**src/rtl/wb_write_buffer_if.sv**
```systemverilog
// rtl/wb_write_buffer_if.sv - Wishbone bus bundle with master and slave views
interface if_wb #(
    parameter int AWIDTH = 26,
    parameter int DWIDTH = 32
);
    logic [AWIDTH-1:0]   adr;
    logic [DWIDTH-1:0]   dat_m;
    logic [DWIDTH-1:0]   dat_s;
    logic [DWIDTH/8-1:0] sel;
    logic                we;
    logic                cyc;
    logic                stb;
    logic                ack;

    modport master (output adr, dat_m, sel, we, cyc, stb, input dat_s, ack);
    modport slave  (input adr, dat_m, sel, we, cyc, stb, output dat_s, ack);
endinterface

```
**src/rtl/wb_write_buffer.sv**
```systemverilog
// rtl/wb_write_buffer.sv - posted-write FIFO between CPU Wishbone and memory Wishbone (optional WBUF_MERGE_EN)
module wb_write_buffer #(
    parameter int AWIDTH = 26,
    parameter int DWIDTH = 32,
    parameter int DEPTH  = 4
) (
    input  logic       clk_i,
    input  logic       rst_i,
    if_wb.slave        inbus,
    if_wb.master       outbus,
    output logic [1:0] wbuf_status
);
    localparam int SW = DWIDTH / 8;
    localparam int PW = (DEPTH > 1) ? $clog2(DEPTH) : 1;
    localparam int CW = PW + 1;

    typedef enum logic [1:0] {
        IDLE  = 2'd0,
        WRITE = 2'd1,
        READ  = 2'd2
    } state_t;

    // queued write storage
    logic [AWIDTH-1:0] adr_mem_q [DEPTH];
    logic [DWIDTH-1:0] dat_mem_q [DEPTH];
    logic [SW-1:0]     sel_mem_q [DEPTH];

    logic [PW-1:0]     wr_ptr_q, wr_ptr_d;
    logic [PW-1:0]     rd_ptr_q, rd_ptr_d;
    logic [CW-1:0]     count_q, count_d;
    logic [1:0]        status_q, status_d;
    logic              in_ack_q, in_ack_d;

    state_t            state_q;
    logic              out_cyc_q;
    logic              out_we_q;
    logic [AWIDTH-1:0] out_adr_q;
    logic [DWIDTH-1:0] out_dat_q;
    logic [SW-1:0]     out_sel_q;
    logic [DWIDTH-1:0] in_dat_q;

    logic fifo_full, fifo_empty;
    logic wr_req, rd_req, wr_accept;
    logic push, pop, merge_hit;

`ifdef WBUF_MERGE_EN
    logic [PW-1:0]     last_ptr;
    logic [DWIDTH-1:0] merge_dat;
    logic [SW-1:0]     merge_sel;

    // Newest entry merge: only when it is not the head, since the head may already be on outbus
    always_comb begin
        last_ptr  = wr_ptr_q - 1'b1;
        merge_hit = wr_req && (count_q >= CW'(2)) && (inbus.adr == adr_mem_q[last_ptr]);
        merge_dat = dat_mem_q[last_ptr];
        for (int b = 0; b < SW; b++) begin
            if (inbus.sel[b]) begin
                merge_dat[8*b +: 8] = inbus.dat_m[8*b +: 8];
            end
        end
        merge_sel = sel_mem_q[last_ptr] | inbus.sel;
    end
`else
    assign merge_hit = 1'b0;
`endif

    // Accept/retire decisions and next occupancy; a retiring entry frees room for a same-cycle push
    always_comb begin
        fifo_full  = (count_q == CW'(DEPTH));
        fifo_empty = (count_q == '0);
        wr_req     = inbus.cyc && inbus.stb && inbus.we && !in_ack_q && (state_q != READ);
        rd_req     = inbus.cyc && inbus.stb && !inbus.we && !in_ack_q;
        pop        = (state_q == WRITE) && outbus.ack;
        wr_accept  = wr_req && (merge_hit || !fifo_full || pop);
        push       = wr_accept && !merge_hit;

        wr_ptr_d = push ? wr_ptr_q + 1'b1 : wr_ptr_q;
        rd_ptr_d = pop  ? rd_ptr_q + 1'b1 : rd_ptr_q;
        case ({push, pop})
            2'b10:   count_d = count_q + 1'b1;
            2'b01:   count_d = count_q - 1'b1;
            default: count_d = count_q;
        endcase
        status_d = {count_d == CW'(DEPTH), count_d == '0};
        in_ack_d = wr_accept || ((state_q == READ) && outbus.ack);
    end

    // Pointer, occupancy, status and CPU-side ack registers
    always_ff @(posedge clk_i or negedge rst_i) begin
        if (!rst_i) begin
            wr_ptr_q <= '0;
            rd_ptr_q <= '0;
            count_q  <= '0;
            status_q <= 2'b01;
            in_ack_q <= 1'b0;
        end else begin
            wr_ptr_q <= wr_ptr_d;
            rd_ptr_q <= rd_ptr_d;
            count_q  <= count_d;
            status_q <= status_d;
            in_ack_q <= in_ack_d;
        end
    end

    // Entry storage: new writes go to the tail, merges update the newest entry in place
    always_ff @(posedge clk_i) begin
        if (push) begin
            adr_mem_q[wr_ptr_q] <= inbus.adr;
            dat_mem_q[wr_ptr_q] <= inbus.dat_m;
            sel_mem_q[wr_ptr_q] <= inbus.sel;
        end
`ifdef WBUF_MERGE_EN
        else if (merge_hit) begin
            dat_mem_q[last_ptr] <= merge_dat;
            sel_mem_q[last_ptr] <= merge_sel;
        end
`endif
    end

    // Memory-side sequencer: drains queued writes first, then serves a CPU read
    always_ff @(posedge clk_i or negedge rst_i) begin
        if (!rst_i) begin
            state_q   <= IDLE;
            out_cyc_q <= 1'b0;
            out_we_q  <= 1'b0;
            out_adr_q <= '0;
            out_dat_q <= '0;
            out_sel_q <= '0;
            in_dat_q  <= '0;
        end else begin
            case (state_q)
                IDLE: begin
                    if (!fifo_empty) begin
                        state_q   <= WRITE;
                        out_cyc_q <= 1'b1;
                        out_we_q  <= 1'b1;
                        out_adr_q <= adr_mem_q[rd_ptr_q];
                        out_dat_q <= dat_mem_q[rd_ptr_q];
                        out_sel_q <= sel_mem_q[rd_ptr_q];
                    end else if (rd_req) begin
                        state_q   <= READ;
                        out_cyc_q <= 1'b1;
                        out_we_q  <= 1'b0;
                        out_adr_q <= inbus.adr;
                        out_dat_q <= '0;
                        out_sel_q <= inbus.sel;
                    end
                end
                WRITE: begin
                    if (outbus.ack) begin
                        state_q   <= IDLE;
                        out_cyc_q <= 1'b0;
                        out_we_q  <= 1'b0;
                    end
                end
                READ: begin
                    if (outbus.ack) begin
                        state_q   <= IDLE;
                        out_cyc_q <= 1'b0;
                        in_dat_q  <= outbus.dat_s;
                    end
                end
                default: begin
                    state_q   <= IDLE;
                    out_cyc_q <= 1'b0;
                    out_we_q  <= 1'b0;
                end
            endcase
        end
    end

    assign outbus.cyc   = out_cyc_q;
    assign outbus.stb   = out_cyc_q;
    assign outbus.we    = out_we_q;
    assign outbus.adr   = out_adr_q;
    assign outbus.dat_m = out_dat_q;
    assign outbus.sel   = out_sel_q;
    assign inbus.ack    = in_ack_q;
    assign inbus.dat_s  = in_dat_q;
    assign wbuf_status  = status_q;
endmodule
```
**src/flat_wrapper.sv**
```systemverilog
// flat-port wrapper written by rule: the top's interface ports become plain ports
module wb_write_buffer_flat 
#(
    parameter int AWIDTH = 26,
    parameter int DWIDTH = 32,
    parameter int DEPTH  = 4
)
  (clk_i, rst_i, wbuf_status, inbus_adr, inbus_dat_m, inbus_sel, inbus_we, inbus_cyc, inbus_stb, inbus_dat_s, inbus_ack, outbus_adr, outbus_dat_m, outbus_sel, outbus_we, outbus_cyc, outbus_stb, outbus_dat_s, outbus_ack);
  if_wb #(.AWIDTH(AWIDTH), .DWIDTH(DWIDTH)) inbus_i ();
  if_wb #(.AWIDTH(AWIDTH), .DWIDTH(DWIDTH)) outbus_i ();
  input  logic clk_i;
  input  logic rst_i;
  output logic [1:0] wbuf_status;
  input wire logic [$bits(inbus_i.adr)-1:0] inbus_adr;
  input wire logic [$bits(inbus_i.dat_m)-1:0] inbus_dat_m;
  input wire logic [$bits(inbus_i.sel)-1:0] inbus_sel;
  input wire logic [$bits(inbus_i.we)-1:0] inbus_we;
  input wire logic [$bits(inbus_i.cyc)-1:0] inbus_cyc;
  input wire logic [$bits(inbus_i.stb)-1:0] inbus_stb;
  output wire logic [$bits(inbus_i.dat_s)-1:0] inbus_dat_s;
  output wire logic [$bits(inbus_i.ack)-1:0] inbus_ack;
  output wire logic [$bits(outbus_i.adr)-1:0] outbus_adr;
  output wire logic [$bits(outbus_i.dat_m)-1:0] outbus_dat_m;
  output wire logic [$bits(outbus_i.sel)-1:0] outbus_sel;
  output wire logic [$bits(outbus_i.we)-1:0] outbus_we;
  output wire logic [$bits(outbus_i.cyc)-1:0] outbus_cyc;
  output wire logic [$bits(outbus_i.stb)-1:0] outbus_stb;
  input wire logic [$bits(outbus_i.dat_s)-1:0] outbus_dat_s;
  input wire logic [$bits(outbus_i.ack)-1:0] outbus_ack;
  assign inbus_i.adr = inbus_adr;
  assign inbus_i.dat_m = inbus_dat_m;
  assign inbus_i.sel = inbus_sel;
  assign inbus_i.we = inbus_we;
  assign inbus_i.cyc = inbus_cyc;
  assign inbus_i.stb = inbus_stb;
  assign inbus_dat_s = inbus_i.dat_s;
  assign inbus_ack = inbus_i.ack;
  assign outbus_adr = outbus_i.adr;
  assign outbus_dat_m = outbus_i.dat_m;
  assign outbus_sel = outbus_i.sel;
  assign outbus_we = outbus_i.we;
  assign outbus_cyc = outbus_i.cyc;
  assign outbus_stb = outbus_i.stb;
  assign outbus_i.dat_s = outbus_dat_s;
  assign outbus_i.ack = outbus_ack;
  wb_write_buffer #(.AWIDTH(AWIDTH), .DWIDTH(DWIDTH), .DEPTH(DEPTH)) u_core (.clk_i(clk_i), .rst_i(rst_i), .inbus(inbus_i), .outbus(outbus_i), .wbuf_status(wbuf_status));
endmodule
```
**config.mk**
```make
export PLATFORM = sky130hd
export DESIGN_NAME = wb_write_buffer_flat
export DESIGN_NICKNAME = d
export VERILOG_FILES = /design/src/rtl/wb_write_buffer_if.sv /design/src/rtl/wb_write_buffer.sv /design/src/flat_wrapper.sv
export SDC_FILE = /design/constraint.sdc
export NUM_CORES = 1
export LEC_CHECK = 0
export BUFFER_PORTS_ARGS = -buffer_cell sky130_fd_sc_hd__buf_2
export CAP_MARGIN = 20
export CORE_MARGIN = 2
export CORE_UTILIZATION = 32
export DETAILED_ROUTE_END_ITERATION = 10
export PLACE_DENSITY = 0.58
export SLEW_MARGIN = 20
export SYNTH_ARGS = -nofsm -noshare
export SYNTH_HDL_FRONTEND = slang
export SYNTH_SLANG_ARGS = --single-unit
```
**constraint.sdc**
```tcl
create_clock -name clk_i -period 6.37 [get_ports clk_i]
set_clock_uncertainty 0.1 [all_clocks]
set_input_delay 0.637 -clock clk_i [delete_from_list [all_inputs] [get_ports clk_i]]
set_output_delay 0.637 -clock clk_i [all_outputs]
set_load 0.05 [all_outputs]
```
Word-level counts from Yosys, hierarchy flattened

Memory sizes are Yosys's and may differ from the RTL's.
Index checks and enable logic that the tools add are counted.

Output and inout bits: 100
Flip-flop bits (word level): 108
Bits in latches: 0
Memories kept: 3
ROM bits: 0
Bits in writable memories: 248

Add/subtract/negate cells: 4
Multipliers: 0
Bitwise gates (word level): 1
Equal/unequal tests: 11
Reductions and logical operators: 22
Shift operators: 0
Mux-type cells: 20
Div/mod/pow operators: 0
Order comparisons: 0

Memories:

| memory           | depth | bits a word | read ports | clocked after Yosys merged registers in | wr ports | line                  | text |
|---|---|---|---|---|---|---|---|
| u_core.dat_mem_q | 4     | 32          | 1          | 0                                       | 1        | wb_write_buffer.sv:25 | `logic [DWIDTH-1:0] dat_mem_q [DEPTH];` |
| u_core.adr_mem_q | 4     | 26          | 1          | 0                                       | 1        | wb_write_buffer.sv:24 | `logic [AWIDTH-1:0] adr_mem_q [DEPTH];` |
| u_core.sel_mem_q | 4     | 4           | 1          | 0                                       | 1        | wb_write_buffer.sv:26 | `logic [SW-1:0] sel_mem_q [DEPTH];` |

Operator list:

| cell                                                                  | count |
|---|---|
| 32-bit two-way mux                                                    | 2 |
| 26-bit two-way mux                                                    | 2 |
| 1-bit logical AND                                                     | 9 |
| 4-bit two-way mux                                                     | 2 |
| 1-bit two-way mux                                                     | 7 |
| 3-bit equality test, second input constant                            | 2 |
| 3-bit logical NOT                                                     | 2 |
| 2-bit two-way mux                                                     | 3 |
| 2-bit != test, second input constant                                  | 3 |
| 3-bit one-hot mux with 2 select lines                                 | 1 |
| 2-bit AND reduction                                                   | 3 |
| 2-bit by 1-bit adder with 2-bit output, second input constant         | 2 |
| 2-bit by 1-bit equality test with 1-bit output, second input constant | 2 |
| 2-bit equality test, second input constant                            | 2 |
| 2-bit one-hot mux with 2 select lines                                 | 1 |
| 3-bit by 1-bit adder with 3-bit output, second input constant         | 1 |
| 1-bit logical NOT                                                     | 3 |
| 3-bit != test, second input constant                                  | 1 |
| 1-bit one-hot mux with 3 select lines                                 | 1 |
| 3-bit AND reduction                                                   | 1 |
| 3-bit by 1-bit subtractor with 3-bit output, second input constant    | 1 |
| 2-bit logical NOT                                                     | 1 |
| 1-bit logical OR                                                      | 2 |
| 2-bit by 1-bit != test with 1-bit output, second input constant       | 1 |
| 3 further kinds                                                       | 3 |

Depth between registers and ports, before layout

Depth after elaboration: 8
Gate-level depth with buffers: 8

Least setup slack after synthesis

No wires, ideal clock.

Path type: register -> register
Start point: register u_core.in_ack_q (netlist: u_core.inbus.ack)
End point: memory u_core.adr_mem_q[0][0], enable pin
Library setup time: 0.426 ns
Clock period less this slack: 3.413 ns
Data required time: 5.844 ns
Stages on the path, launching flop included: 5
Setup slack: 2.957 ns
Data arrival time: 2.887 ns
Path buffers: 0
Path through: dfrtp_1 > and3b_1 > nand2_1 > a31oi_1 > and2_1

Word-level cells in the longest chain between the ends: 6

RTL lines:

| item                                    | line                   | text |
|---|---|---|
| start: declaration                      | wb_write_buffer.sv:32  | `logic in_ack_q, in_ack_d;` |
| start signal: assignment                | wb_write_buffer.sv:101 | `in_ack_q <= in_ack_d;` |
| 1-bit logical NOT                       | wb_write_buffer.sv:71  | `wr_req = inbus.cyc && inbus.stb && inbus.we && !in_ack_q && (state_q != READ);` |
| 1-bit logical AND (2 in series)         | wb_write_buffer.sv:71  |  |
| 1-bit logical AND                       | wb_write_buffer.sv:74  | `wr_accept = wr_req && (merge_hit \|\| !fifo_full \|\| pop);` |
| 1-bit two-way mux                       | wb_write_buffer.sv:107 | `if (push) begin` |
| 1-bit two-way mux (not written as such) | wb_write_buffer.sv:108 | `adr_mem_q[wr_ptr_q] <= inbus.adr;` |
| end: declaration                        | wb_write_buffer.sv:24  |  |

Every way passes these cells.

Final worst setup path

Start point: register u_core.state_q[0]
End point: memory u_core.adr_mem_q[0][22], enable pin

Word-level cells in the longest chain between the ends: 6
Elaborated cells on any way between the ends: 8
Those cells by class: 2 x eq/ne; 2 x mux; 4 x reduce/logical

RTL lines:

| item                                           | line                   | text |
|---|---|---|
| start: declaration                             | wb_write_buffer.sv:34  | `state_t state_q;` |
| start signal: assignment                       | wb_write_buffer.sv:123 | `state_q <= IDLE;` |
| start signal: assignment                       | wb_write_buffer.sv:134 | `state_q <= WRITE;` |
| start signal: assignment                       | wb_write_buffer.sv:141 | `state_q <= READ;` |
| 2-bit by 1-bit equality test with 1-bit output | wb_write_buffer.sv:73  | `pop = (state_q == WRITE) && outbus.ack;` |
| 1-bit logical AND                              | wb_write_buffer.sv:73  |  |
| 1-bit logical OR                               | wb_write_buffer.sv:74  |  |
| 1-bit logical AND (*)                          | wb_write_buffer.sv:74  |  |
| 1-bit two-way mux (*)                          | wb_write_buffer.sv:107 |  |
| 1-bit two-way mux (not written as such) (*)    | wb_write_buffer.sv:108 |  |

Mark *: on every way between the ends. The rest lies on a longest branch, timed or not.

==> results list <==
- Area share of the leading cell type in the synthesized netlist: 55.36%
* Clock period minus worst slack: 3.052 ns
- The number of global-route vias before repair is 7,343.
- For this run, the register share of the synthesized area comes to 75.46%.
* Hold bufs inserted after CTS: 0
- Height of the die: 209.0 um
* Synthesis-stage register bit count: between 300 and 400
* Post-synth top flop: edfxtp_1
- Total placed cells including tap cells: 1,397
* Post-synthesis cell type with the largest combined area: edfxtp_1
- Entering global routing, the biggest net connects 76 pins.
- Critical path's top delay family: simple AND/OR/NAND/NOR gates
- Asr flop ratio synth: between 30% and 40%
- STA classifies the critical path startpoint as a flop.
* WS Path Type: reg2reg
* Area growth syn-to-layout: 22.28%
- Post-layout instance area: 16,450 sq um
- GRT overflow: 0
- In this run the deepest clock path goes through 3 buffers.
* Pins Over Slew Limit: 0
- Number of cells in the finished layout apart from fillers: 1,470
* Post-DR vias/cell: 4.809
- Cells after Synth: slightly below 700
- Walking the worst path, the cells encountered are inv_1 -> ha_1 -> and2b_1 -> nand2_1 -> a31oi_1 -> and2_4.
- After synthesis, the mean cell area works out to 19.47 sq um.
- The final layout contains 1,006 nets.
* Count of antenna-violating nets left after detailed routing: 0
* Post-Syn Area: 13,450 sq um
- Setup violations remaining at the end of the flow were counted as 0.
- Worst rel slew slack: 30.82%
- Setup repair after global routing left no endpoint under its margin.
- Class of the most critical hold timing path: in2async
- Peak Freq: approximately 330 MHz
- In the routed design, unresolved DRC markers number 0.
* Average wire per cell in the routed design: approximately 20 um
- DRT Pass-1 Iters: 4
- Top fanout value on the critical path: 62
* Setup Buffers After CTS: 0
* Port Buf Inserts: 199
* Leakage power summed over all cells: about 6.4 nW
* Antenna violations before repair: 13
- TritonCTS built the clock tree.
* Starting density of the core: 32.22%
* Core outline area: ~42,000 sq um
* Share of post-route cells with drive strength above 1: 40.63%
* Weighted congestion at the end of routability-driven global placement: approximately 0.77
* Total negative slack: 0 ns
- Overall via count from detail_route: 7,069
- Count of routing violations after the opening detailed-route iteration: ~470
- Maximum vdd drop: 0.2098 mV
- In this run the cell area measured after placement is 15,010 sq um.
- For this design, the sink count on the clock tree is 356.
* Leading post-synthesis cells by instance count: 248 x edfxtp_1, 107 x dfrtp_1, 66 x nand2_1
- After clock tree synthesis, the clock-pin slew on the worst setup and hold paths is 0.06 ns.
- In this run the power density over the cells is 527.0 nW/um^2.
- Buf/Inv on CP: 1
* Max Cap Viol: 0
* Ranking of synthesized cells by area: edfxtp_1 55%, dfrtp_1 20%, mux4_2 10%
* Overall fraction of global-route tracks in use: 13.34%
* Synth warn: 0
* Number of I/O pins: 200
- Number of enable-type register cells in the synthesized netlist: 248
- Num rows: between 70 and 80
- The slowest stage of the critical path belongs to the cell and2_4.
- CTS built an H-tree with a depth of 2.
* Unique masters post-synth: 45
* Arrival time at the worst endpoint: 3.09 ns
* Detailed Place HPWL: between 15,000 and 20,000 um
- First-pass GRT wire length: 44,690 um
* Cell at the root of the clock tree: clkbuf_16
* Max incr delay on CP: 0.93 ns
- DRT Wirelength: about 30,000 um
* # fillers: 3,752
* Final period util: 47.91%
- DIE WIDTH: between 200 and 250 um
* Final-report hold violation count: 0
- Die footprint: 43,700 sq um
- Buffers inserted during clock tree synthesis total 38.
- Worst slew pin tran: 1.038 ns
- Most numerous cell in the Yosys netlist: edfxtp_1
- The number of nets handed over by synthesis was roughly 800.
- Clock latency on the worst-skew pair, taken at its later pin, is between 0.5 and 0.6 ns.
- Once the clock tree was built, the resizer swapped 0 gates to a different size.
- Critical path data required time: approximately 6.4 ns
- Run status: complete, no violations
- STA classifies the critical path endpoint as a flop.
metal layers:
layer | vias to the layer above | GRT usage, % | share of wire (%)
met4 | 18 | 4.039 | 2.3
met5 | - | 0 | 0.40
li1 | 3192 | - | -
met2 | 200 | 20.72 | 46
met3 | 66 | 4.283 | 7.1
met1 | 3593 | 17.94 | 44
sequential cells by signal (all words and copies together) (netlist names), 2 cells and up:
register and flops:
u_core.rd_ptr_q 2, u_core.outbus.sel 4, u_core.outbus.adr 26, u_core.wbuf_status 2
u_core.outbus.dat_m 32, u_core.inbus.dat_s 32, u_core.adr_mem_q 104, u_core.sel_mem_q 16
u_core.state_q 2, u_core.dat_mem_q 128, u_core.count_q 3, u_core.wr_ptr_q 2
worst paths after layout:
path                                              startpoint                           endpoint  slack, ns  depth (start not counted)
max reg2reg                    u_core.state_q[0]$_DFFE_PN0P_  u_core.adr_mem_q[0][22]$_DFFE_PP_       3.32                          6
min                                                    rst_i  u_core.inbus.dat_s[7]$_DFFE_PN0P_       0.05                          1
max in group asynchronous                              rst_i     u_core.rd_ptr_q[0]$_DFFE_PN0N_       5.04                          2
min reg2reg                u_core.outbus.adr[19]$_DFFE_PN0P_  u_core.outbus.adr[19]$_DFFE_PN0P_       0.36                          2
max                            u_core.state_q[0]$_DFFE_PN0P_  u_core.adr_mem_q[0][22]$_DFFE_PP_       3.32                          6
min in group clk_i                            inbus_dat_m[8]   u_core.dat_mem_q[2][8]$_DFFE_PP_       0.22                          1
cell usage in the layout (no fill, tap or decap), types with 4 or more instances in the layout:
| master | synthesis | layout |
|---|---|---|
| clkbuf_16 | 0 | 39 |
| buf_2 | 14 | 198 |
| clkbuf_1 | 14 | 5 |
| inv_1 | 9 | 9 |
| bufinv_16 | 0 | 9 |
| ha_1 | 7 | 7 |
| dfrtp_1 | 107 | 105 |
| nor2_1 | 5 | 4 |
| mux2_2 | 33 | 33 |
| mux4_2 | 62 | 62 |
| a32oi_1 | 30 | 30 |
| clkbuf_8 | 0 | 6 |
| buf_4 | 4 | 7 |
| and2_4 | 0 | 4 |
| nand2_1 | 66 | 66 |
| a21oi_1 | 4 | 4 |
| edfxtp_1 | 248 | 248 |
| clkinv_2 | 0 | 5 |
| nand2b_1 | 4 | 4 |
| a22o_1 | 33 | 33 |
worst register-to-register path, stage by stage, from the launching register on:
cell     delay (ns)
dfrtp_1        0.36
inv_1          0.08
ha_1           0.24
and2b_1        0.28
nand2_1        0.12
a31oi_1        0.49
and2_4         0.93
report_power, final:
part	switching (mW)	internal [mW]	total (mW)
logic	1.94	0.979	2.92
clock network	0.903	1.57	2.47
registers	0.376	2.91	3.29
total	3.22	5.45	8.67
through the flow:
| step | hold slack [ns] | utilization, % | setup WS (ns) | power [mW] |
|---|---|---|---|---|
| 4_1_cts | 0.1820 | 39.37 | 3.305 | 8.801 |
| 3_5_place_dp | 0.3510 | 35.94 | 3.261 | 6.310 |
| 2_1_floorplan | 0.2414 | - | 2.957 | 5.530 |
| 5_1_grt | 0.1063 | 39.38 | 3.061 | 9.089 |
| 6_report | 0.05176 | 39.39 | 3.318 | 8.669 |
| 3_3_place_gp | 0.3479 | 35.94 | 3.318 | 6.282 |
cell families (layout without fill, tap and decap cells):
family / Yosys count / in the layout / synth area share [%]
flip-flops: 356 / 356 / 75.46
multiplexers: 98 / 98 / 13.36
AND/OR/NAND/NOR: 92 / 92 / 3.051
AO/OA/AOI/OAI: 85 / 85 / 5.320
buffers and inverters: 48 / 285 / 1.748
adder cells (fa/ha/maj): 8 / 8 / 0.7998
XOR/XNOR: 4 / 4 / 0.2605
other: 0 / 3 / 0
area by class of cell:
type / count / area [sq um] / share of cell area (%)
clock inverter: 20 / 354.1 / 2.152
inverter: 9 / 33.78 / 0.2054
tap: 539 / 674.4 / 4.099
timing repair buffer: 206 / 1055 / 6.412
clock buffer: 50 / 1077 / 6.548
antenna: 3 / 7.507 / 0.04563
multi-input combinational: 287 / 3090 / 18.79
sequential: 356 / 10160 / 61.75
Power figures use the tool's default switching activity.
